**config.mk**
```make
export PLATFORM = sky130hd
export DESIGN_NAME = versatile_mem_ctrl_sdram_fe
export DESIGN_NICKNAME = d
export VERILOG_FILES = /design/src/rtl/versatile_mem_ctrl_sdram_fe.sv
export SDC_FILE = /design/constraint.sdc
export NUM_CORES = 1
export LEC_CHECK = 0
export ABC_AREA = 0
export CORE_AREA = 2 2 125 127
export CTS_CLUSTER_SIZE = 12
export DETAILED_ROUTE_END_ITERATION = 8
export DIE_AREA = 0 0 127 129
export PLACE_DENSITY = 0.6
export SLEW_MARGIN = 40
export SYNTH_ARGS = -nofsm -noshare
export SYNTH_HDL_FRONTEND = slang
export SYNTH_SLANG_ARGS = --single-unit
```
**constraint.sdc**
```tcl
create_clock -name sdram_clk -period 4.29 [get_ports sdram_clk]
set_input_delay 0.429 -clock sdram_clk [delete_from_list [all_inputs] [get_ports sdram_clk]]
set_output_delay 0.429 -clock sdram_clk [all_outputs]
set_load 0.03 [all_outputs]
```
**src/rtl/versatile_mem_ctrl_sdram_fe.sv**
```systemverilog
// SDRAM-clock front end: drains the per-port egress queues round-robin, issues per-beat SDRAM
// commands, and routes returned read data back to the requesting port's ingress queue.
module versatile_mem_ctrl_sdram_fe #(
  parameter int nr_of_wb_ports = 3
) (
  input  logic                        sdram_clk,
  input  logic                        sdram_rst,
  input  logic [35:0]                 sdram_dat_i,
  input  logic [0:nr_of_wb_ports-1]   sdram_fifo_empty,
  output logic                        sdram_fifo_rd_adr,
  output logic                        sdram_fifo_rd_data,
  output logic [0:nr_of_wb_ports-1]   sdram_fifo_re,
  output logic [31:0]                 sdram_dat_o,
  output logic                        sdram_fifo_wr,
  output logic [0:nr_of_wb_ports-1]   sdram_fifo_we,
  output logic                        mem_cmd_valid,
  input  logic                        mem_cmd_ready,
  output logic                        mem_cmd_we,
  output logic [29:0]                 mem_cmd_adr,
  output logic [31:0]                 mem_cmd_dat,
  output logic [3:0]                  mem_cmd_sel,
  output logic                        mem_cmd_last,
  input  logic                        mem_rd_valid,
  input  logic [31:0]                 mem_rd_dat
);

  localparam int PW = (nr_of_wb_ports > 1) ? $clog2(nr_of_wb_ports) : 1;

  typedef enum logic [2:0] {IDLE, ADR, WR_POP, WR_DAT, WR_CMD, RD_CMD, RD_WAIT} state_t;

  state_t        state, state_nxt;
  logic [PW-1:0] last_port, cur_port, pick;
  logic          pick_vld;
  logic [4:0]    len_r, rcnt;
  logic [3:0]    cnt, beat;
  logic [29:0]   adr_r;
  logic [3:0]    sel_r;
  logic [31:0]   dat_r;
  logic          rd_push;

  function automatic logic [4:0] burst_len(input logic [1:0] bte, input logic [2:0] cti);
    if (cti == 3'b000 || bte == 2'b00) return 5'd1;
    case (bte)
      2'b01:   return 5'd4;
      2'b10:   return 5'd8;
      default: return 5'd16;
    endcase
  endfunction

  // Wrapping bursts only advance the low log2(len) address bits.
  function automatic logic [29:0] beat_adr(input logic [29:0] adr, input logic [4:0] len,
                                           input logic [3:0] bt);
    logic [29:0] a;
    a = adr;
    case (len)
      5'd4:    a[1:0] = adr[1:0] + bt[1:0];
      5'd8:    a[2:0] = adr[2:0] + bt[2:0];
      5'd16:   a[3:0] = adr[3:0] + bt;
      default: a = adr;
    endcase
    return a;
  endfunction

  function automatic logic [0:nr_of_wb_ports-1] onehot(input logic [PW-1:0] p);
    logic [0:nr_of_wb_ports-1] v;
    v = '0;
    for (int i = 0; i < nr_of_wb_ports; i++)
      if (p == i[PW-1:0]) v[i] = 1'b1;
    return v;
  endfunction

  // Lowest non-empty port above the last served one wins, else lowest non-empty overall.
  always_comb begin
    pick     = '0;
    pick_vld = 1'b0;
    for (int i = nr_of_wb_ports - 1; i >= 0; i--)
      if (!sdram_fifo_empty[i]) begin
        pick     = i[PW-1:0];
        pick_vld = 1'b1;
      end
    for (int i = nr_of_wb_ports - 1; i >= 0; i--)
      if (!sdram_fifo_empty[i] && i > int'(last_port)) pick = i[PW-1:0];
  end

  always_comb begin
    state_nxt          = state;
    rd_push            = 1'b0;
    sdram_fifo_rd_adr  = 1'b0;
    sdram_fifo_rd_data = 1'b0;
    sdram_fifo_re      = '0;
    sdram_fifo_wr      = 1'b0;
    sdram_fifo_we      = '0;
    sdram_dat_o        = '0;
    mem_cmd_valid      = 1'b0;
    mem_cmd_we         = 1'b0;
    mem_cmd_adr        = '0;
    mem_cmd_dat        = '0;
    mem_cmd_sel        = '0;
    mem_cmd_last       = 1'b0;
    if (!sdram_rst) begin
      case (state)
        IDLE: if (pick_vld) begin
          sdram_fifo_rd_adr = 1'b1;
          sdram_fifo_re     = onehot(pick);
          state_nxt         = ADR;
        end
        ADR: state_nxt = sdram_dat_i[5] ? WR_POP : RD_CMD;
        WR_POP: if (!sdram_fifo_empty[cur_port]) begin
          sdram_fifo_rd_data = 1'b1;
          sdram_fifo_re      = onehot(cur_port);
          state_nxt          = WR_DAT;
        end
        WR_DAT: state_nxt = WR_CMD;
        WR_CMD: begin
          mem_cmd_valid = 1'b1;
          mem_cmd_we    = 1'b1;
          mem_cmd_adr   = beat_adr(adr_r, len_r, beat);
          mem_cmd_dat   = dat_r;
          mem_cmd_sel   = sel_r;
          mem_cmd_last  = (cnt == 4'd0);
          if (mem_cmd_ready) state_nxt = (cnt == 4'd0) ? IDLE : WR_POP;
        end
        RD_CMD: begin
          mem_cmd_valid = 1'b1;
          mem_cmd_adr   = beat_adr(adr_r, len_r, beat);
          mem_cmd_sel   = 4'hF;
          mem_cmd_last  = (cnt == 4'd0);
          rd_push       = mem_rd_valid;
          if (mem_cmd_ready && cnt == 4'd0) state_nxt = RD_WAIT;
        end
        RD_WAIT: begin
          rd_push = mem_rd_valid;
          if (rcnt == len_r) state_nxt = IDLE;
        end
        default: state_nxt = IDLE;
      endcase
    end
    if (rd_push) begin
      sdram_fifo_wr = 1'b1;
      sdram_fifo_we = onehot(cur_port);
      sdram_dat_o   = mem_rd_dat;
    end
  end

  // Control state: burst counters, port pointers
  always_ff @(posedge sdram_clk) begin
    if (sdram_rst) begin
      state     <= IDLE;
      last_port <= PW'(nr_of_wb_ports - 1);
      cur_port  <= '0;
      len_r     <= '0;
      cnt       <= '0;
      beat      <= '0;
      rcnt      <= '0;
    end else begin
      state <= state_nxt;
      case (state)
        IDLE: if (pick_vld) begin
          cur_port  <= pick;
          last_port <= pick;
        end
        ADR: begin
          len_r <= burst_len(sdram_dat_i[4:3], sdram_dat_i[2:0]);
          cnt   <= 4'(burst_len(sdram_dat_i[4:3], sdram_dat_i[2:0]) - 5'd1);
          beat  <= '0;
          rcnt  <= '0;
        end
        WR_CMD, RD_CMD: if (mem_cmd_ready && cnt != 4'd0) begin
          cnt  <= cnt - 4'd1;
          beat <= beat + 4'd1;
        end
        default: ;
      endcase
      if (rd_push) rcnt <= rcnt + 5'd1;
    end
  end

  // Data capture from the egress queue output, one cycle after each pop
  always_ff @(posedge sdram_clk) begin
    if (state == ADR) adr_r <= sdram_dat_i[35:6];
    if (state == WR_DAT) begin
      sel_r <= sdram_dat_i[35:32];
      dat_r <= sdram_dat_i[31:0];
    end
  end

endmodule

```
# == Yosys cells after proc, flatten, opt, wreduce, memory -nomap -nowiden ==
# Cells that the tools add are included.
# word_totals
register_bits,91
latchBits,0
ramBits,0
mem_bits_ro,0
input_bits,75
elab_cells,133
n_memories,0
# op_classes
addsub,7
n_mul,0
div_mod_pow,0
order_cmp,3
n_eq_ne,22
shift,0
n_mux,69
n_bitwise,1
n_reduce_logical,21
# ops
op,n
$mux 32,3
$mux 30,2
$mux 1,30
$mux 3,10
$pmux 4 s2,3
$pmux 3 s7,1
$mux 4,5
$mux 5,4
$mux 2,6
$ne 2x2->1 const B,5
$pmux 5 s2,1
$eq 3x3->1 const B,3
$sub 4x1->4 const B,2
$eq 2x1->1 const B,3
$eq 2x2->1 const B,3
$eq 3x2->1 const B,2
$logic_not 2->1,3
$logic_not 3->1,2
$pmux 2 s3,1
$pmux 3 s2,1
$add 5x1->5 const B,1
$eq 5x3->1 const B,1
$eq 5x4->1 const B,1
$eq 5x5->1,1
22 further kinds,29

# == Longest topological paths before layout ==
# Gate-level depths: netlist of the first run.
# depth
word_depth,10
mapped_depth,9
depth_no_buf,8

# == Least setup slack after synthesis of the first run ==
# Ideal clock, no wire load.
# synth_path
path_kind,register -> register
start,reg state[1]
end,reg dat_r[0] (enable)
setup_ps,482
t_arrival_ps,3665
t_required_ps,3808
slack_ps,143
path_stages_with_launch,5
n_path_buf,3
period_less_slack_ps,4147
path_cell_list,dfxtp_1 -> buf_2 -> clkbuf_1 -> clkbuf_1 -> nor3b_1
# synth_via
elab_chain_cells,1
# synth_rtl
element,line_no,text
from (decl),31,"state_t state, state_nxt;"
from (signal assigned),156,state <= state_nxt;
$eq 3x2->1,181,if (state == WR_DAT) begin
to (signal assigned),183,dat_r <= sdram_dat_i[31:0];
to (decl),38,logic [31:0] dat_r;
# Every way passes these cells.
# A chain may end at the register's enable or synchronous reset.

# == Worst setup path in the final report of the first run ==
# layout_path
start,reg state[2]
end,out mem_cmd_adr[2]
# layout_via
elab_chain_cells,4
# layout_rtl
element,line_no,text
$eq 3x3->1,101,case (state)
$reduce_or 2->1 (no line) *,--,
$mux 30 *,--,
$mux 30 *,100,if (!sdram_rst) begin
to (decl),19,"output logic [29:0] mem_cmd_adr,"
# Mark *: on every way between the ends. The rest lies on a longest branch, timed or not.

==> qor.yml, run 1 <==
run_status:
  status: "completed"
cells_and_area:
  final_nets: 661
  diodes: 0
  final_layout_size_suffix_gt1_frac: 0.1205
  final_common_cell: "clkdlybuf4s50_1"
  stdcell_count: 769
  mostFrequentLayoutCells: "clkdlybuf4s50_1, edfxtp_1, and3_1"
  area_delta_synth_final_pct: 50.84
routing:
  wl_um: 12460
  drtIter0Drc: 156
  drc: 0
  postRouteAntennaNets: 0
  wl_per_cell_um: 16.20
  detail_route.vias_per_cell: 4.832
  dr.pass1.iters: 4
  vias: 3716
worst_setup_path:
  r2r_cells: 7
  reg2reg_slack_ns: 1.62
  path_class: "reg2out"
  crit_fanout: 16
  required_ns: 3.86
  worst_ep_arrival_time_ns: 2.84
  end_kind: "primary output"
  setup.worst_path.start_class: "register"
  timing.rr.start: "state[0]"
  regToRegEndpoint: "beat[3]"
grt:
  grt_max_degree: 41
  use_met3: 0.04116
  use_met1: 0.1900
  grt_antenna_before_repair: 0
  grt_busiest_layer: "met2"
  overflow: 0
  use_met2: 0.2530
  track_usage: 0.1496
  grt_pass1_vias: 3681
  grt_pass1_wl_um: 19550
min_path:
  min_path_cells: 2
  min_path_type: "reg2reg"
  hold_end: "cnt[3]"
  hp-start: "cnt[3]"
power_and_ir_drop:
  p_per_area_mw_per_mm2: 435.5
  peakVddDrop_mv: 0.2356
  power_leakage_nw: 2.650
clock_network:
  cts_sinks: 89
  post_cts_buffers: 0
  clkTransAtPathRegs_ns: 0.06
  h-tree-depth: 3
  cts_tree: "built"
  numCtsBuffers: 9
  ctsResizeCount: 0
  cts-root-buf: "clkbuf_16"
  postCtsHoldBufs: 0
  clkLatencyLatePin_ns: 0.34
  cts_buffer_depth: 2
placed_design:
  routabilityCongestion: 0.8206
  io_buffers: 184
  preCtsSetupSlack_ns: 1.111
  placed_cells: 752
  dp_hpwl_um: 8845
yosys:
  syn_inst: 403
  ys_seq_area_frac: 0.5560
  syn_area_per_cell_um2: 10.90
  synth_ff_type: "edfxtp_1"
  async_flop_share: 0
  ys_ff_latch: 89
  ys_types: 56
  yosysWarnings: 0
  synth-edff-count: 66
  syn_area_mm2: 0.004393
  syn_nets: 488
floorplan:
  core-area_mm2: 0.01498
  num_rows: 45
  initial_core_util: 0.2933
  pin_count: 185
  fp.dieW_um: 127
  die_y_um: 129
  die_area_mm2: 0.01638
timing:
  rsz0062_at_grt: "false"
  fin_skew_ns: 0.007732
  fmax_mhz: 306.2
  finalSetupTns_ns: 0
  hold_viol: 0
  relSlewSlack: 0.5819
  fin_crit_sh: 0.7613
  setup_ws_ns: 1.024
  setup_viol: 0
  drv_slew: 0
  tightest_slew_ns: 0.6271
  min_period_ns: 3.266
flow_run:
  cap_violations: 0
[flip-flops by register name, indices dropped and copies added (netlist names)]
register / count
dat_r: 32
cnt: 4
beat: 4
adr_r: 30
len_r: 4
cur_port: 1
last_port: 2
rcnt: 5
state: 3
sel_r: 4
[worst max-delay path, stage by stage (launching register included)]
cell,delay [ns]
dfxtp_1,0.62
and2b_1,0.61
nand2_2,0.29
a311oi_1,0.26
clkdlybuf4s50_1,0.72
[cells in the mapped netlist, drive strengths merged, types with 3 or more instances]
master  count  area (um^2)
a211oi      5        37.54
a21oi      20        103.9
a31oi       3        33.78
and2       32        200.2
and3       59        369.1
and3b       3        26.28
buf         5        43.79
clkbuf     26        97.59
dfxtp      23        460.4
edfxtp     66         1982
ha          9        112.6
inv         6        22.52
mux2i       3        30.03
nand2      14        55.06
nand2b      7        43.79
nand3      10        50.05
nor2       37        138.9
nor3       11        66.32
nor3b       3        22.52
nor4        5        37.53
o21ai      11        55.05
or3         3        18.77
xnor2       8        70.07
xor2        4        35.03
[routing by layer]
metal,part of all wire,wire length (um)
met2,0.50,6172
met4,0.0095,118
met1,0.43,5341
met5,0,0
met3,0.066,825
[through the flow]
step | hold slack, ns | utilization | total power [W] | area, um^2
floorplan | 0.4617 | - | 0.001837 | 4393
global placement | 0.4890 | 0.4229 | 0.002142 | 6334
detailed placement | 0.5109 | 0.4229 | 0.002158 | 6334
CTS | 0.5199 | 0.4417 | 0.002910 | 6615
global route | 0.5598 | 0.4424 | 0.003051 | 6626
finish | 0.5196 | 0.4424 | 0.002885 | 6626
[area by class of cell]
cell class / count / area (um^2)
Clock buffer: 10 / 229.0
Clock inverter: 6 / 52.55
Fill cell: 1392 / 8351
Inverter: 7 / 31.28
Multi-Input combinational cell: 276 / 1783
Sequential cell: 89 / 2442
Tap cell: 188 / 235.2
Timing Repair Buffer: 193 / 1853
[cell families after synthesis]
group                      after synthesis  share of synthesized area
buffers and inverters                   38                    0.03930
xor gates and xnor gates                12                    0.02392
AOI/OAI and AO/OA                       54                    0.08317
muxes                                    5                    0.01196
and+or+nand+nor                        195                     0.2555
adders and majority gates               10                    0.03019
DFF                                     89                     0.5560
[how the worst max path moves through the flow]
stage                            start  cells past startpoint          endpoint
final                         state[2]                      4    mem_cmd_adr[2]
after global routing          state[2]                      4    mem_cmd_adr[2]
after CTS                     state[0]                      4  sdram_fifo_we[0]
after detailed placement  mem_rd_valid                      5  sdram_fifo_we[0]
after global placement    mem_rd_valid                      5  sdram_fifo_we[0]
after floorplan               state[1]                      4          dat_r[0]
[power breakdown]
part / total, W / switching, W / internal [W]
clock: 0.000744 / 0.000343 / 0.000401
combinational: 0.000891 / 0.000543 / 0.000348
sequential: 0.00125 / 0.000119 / 0.00113
total: 0.00289 / 0.00101 / 0.00188
Power figures use the tool's default switching activity.
==> run 2, diff against run 1 <==
==> constraint.sdc (replaced) <==
create_clock -name sdram_clk -period 2.96 [get_ports sdram_clk]
set_input_delay 0.296 -clock sdram_clk [delete_from_list [all_inputs] [get_ports sdram_clk]]
set_output_delay 0.296 -clock sdram_clk [all_outputs]
set_load 0.03 [all_outputs]
==> run 2 against run 1 <==
Sequential cell count unchanged. Core utilization decreased by 1.0 points. Clock-buffer cell count increased by 2. Largest power group unchanged.
==> qor.yml, run 2 (synthesis results as in run 1) <==
power_and_ir_drop:
  p_comb_frac: 0.306  # was 0.309
  peakVddDrop_mv: 0.3943  # was 0.2356 mV
  pwr-share-seq: 0.430  # was 0.433
  p_total_w: 0.004209  # was 0.002885 W
  p_int_w: 0.002798  # was 0.001880 W
  p_clk_frac: 0.264  # was 0.258
  power_leakage_nw: 2.825  # was 2.650 nW
  p_per_area_mw_per_mm2: 649.9  # was 435.5 mW/mm^2
  power_switching_w: 0.001411  # was 0.001005 W
  p_sw_frac: 0.3353  # was 0.3484
timing:
  setup_viol: 0  # unchanged
  rsz0062_at_grt: "false"  # unchanged
  fin_crit_sh: 0.8714
  drv_slew: 0  # unchanged
  min_period_ns: 2.579
  fmax_mhz: 387.7
  fin_skew_ns: 0.003400  # was 0.007732 ns
  tightest_slew_ns: 0.5505  # was 0.6271 ns
  finalSetupTns_ns: 0  # unchanged
  relSlewSlack: 0.6325  # was 0.5819
  hold_viol: 0  # unchanged
  setup_ws_ns: 0.3806  # was 1.024 ns
cells_and_area:
  mostFrequentLayoutCells: "buf_4, clkdlybuf4s50_1, edfxtp_1"  # was clkdlybuf4s50_1, edfxtp_1, and3_1
  diodes: 0  # unchanged
  largestRegisters: "dat_r: 32 flops, adr_r: 30 flops, rcnt: 5 flops"  # unchanged
  top_register: "dat_r"  # unchanged
  area_delta_synth_final_pct: 47.42  # was 50.84%
  final_nets: 663  # was 661
  final_layout_size_suffix_gt1_frac: 0.2487  # was 0.1205
  final_common_cell: "buf_4"  # was clkdlybuf4s50_1
  largest_reg_flops: 32  # unchanged
run_status:
  status: "completed"  # unchanged
routing:
  wl_per_cell_um: 15.65  # was 16.20 um
  wl_um: 12070  # was 12,460 um
  vias: 3663  # was 3,716
  drc: 0  # unchanged
  detail_route.vias_per_cell: 4.751  # was 4.832
  dr.pass1.iters: 4  # unchanged
  postRouteAntennaNets: 0  # unchanged
  drtIter0Drc: 162  # was 156
placed_design:
  preCtsSetupSlack_ns: 0.7127  # was 1.111 ns
  io_buffers: 184  # unchanged
  routabilityCongestion: 0.8095  # was 0.8206
  dp_hpwl_um: 8760  # was 8845 um
grt:
  grt_pass1_vias: 3534  # was 3,681
  overflow: 0  # unchanged
  track_usage: 0.1463  # was 0.1496
  grt_max_degree: 38  # was 41
  grt_pass1_wl_um: 18590  # was 19,550 um
  grt_antenna_before_repair: 0  # unchanged
worst_setup_path:
  crit_fanout: 28  # was 16
  required_ns: 2.66  # was 3.86 ns
  setup.worst_path.start_class: "register"  # unchanged
  worst_ep_arrival_time_ns: 2.28  # was 2.84 ns
  end_kind: "primary output"  # unchanged
  path_class: "reg2out"  # unchanged
floorplan:
  initial_core_util: 0.2933  # unchanged
  core-area_mm2: 0.01498  # unchanged
  num_rows: 45  # unchanged
  fp.dieW_um: 127  # unchanged
  die_y_um: 129  # unchanged
  pin_count: 185  # unchanged
  die_area_mm2: 0.01638  # unchanged
clock_network:
  clkTransAtPathRegs_ns: 0.06  # about the same
  ctsResizeCount: 0  # unchanged
  clkLatencyLatePin_ns: 0.34  # about the same
  cts_tree: "built"  # unchanged
  cts_buffer_depth: 2  # unchanged
  cts_sinks: 89  # unchanged
  post_cts_buffers: 0  # unchanged
  h-tree-depth: 3  # unchanged
  numCtsBuffers: 9  # unchanged
  cts-root-buf: "clkbuf_16"  # unchanged
  postCtsHoldBufs: 0  # unchanged
min_path:
  min_path_type: "reg2reg"  # unchanged
flow_run:
  cap_violations: 0  # unchanged
-- run 2: cell types whose count changed in the layout (fill, tap and decap cells not counted), sizes merged --
cell           change
buf               +77
bufinv             +1
clkinvlp           -2
clkdlybuf4s50     -75
clkbuf             +2
inv                -1
-- run 2: stage by stage --
step	cell area, um^2	util	hold slack (ns)	cells
finish	6476	0.4324	0.5229	771
floorplan	4398	-	0.3949	403
global route	6476	0.4324	0.5272	771
global placement	6187	0.4131	0.4865	755
detailed placement	6187	0.4131	0.5133	755
CTS	6476	0.4324	0.5217	771
-- run 2: cell type report --
class	count	area [um^2]
Sequential cell	89	2442
Timing Repair Buffer	195	1689
Clock inverter	4	52.55
Clock buffer	12	236.5
Tap cell	188	235.2
Fill cell	1431	8501
Multi-Input combinational cell	276	1789
Inverter	7	31.28
-- run 2: power groups by stage --
stage / registers (W) / clock network, W / logic, W
final: 0.00181 / 0.00111 / 0.00129
after global placement: 0.00183 / 0 / 0.00128
after global routing: 0.00184 / 0.00121 / 0.00141
after CTS: 0.00181 / 0.00116 / 0.00131
after detailed placement: 0.00184 / 0 / 0.00130
after floorplan: 0.00174 / 0 / 0.000918
-- run 2: final timing paths --
kind / cells after the start / slack (ns) / to / from
hold reg to reg: 1 / 0.52 / rcnt[4] / rcnt[4]
setup / recovery: 6 / 0.38 / mem_cmd_dat[31] / state[2]
hold / removal: 1 / 0.52 / rcnt[4] / rcnt[4]
setup reg to reg: 6 / 0.77 / cnt[2] / state[2]
-- run 2: critical path, cell delays in order, from the launching register on --
cell and delay (ns):
dfxtp_1 0.65, and2b_1 0.23, nand2_2 0.17, inv_1 0.20, buf_4 0.29, and3_1 0.25
buf_12 0.13
-- run 2: routing by layer --
metal	global-route usage	up-vias	routed length, um
met5	0	-	0
met4	0.05301	0	136
met3	0.04449	11	871
met2	0.2581	116	6220
met1	0.1686	1722	4838
li1	-	1814	-
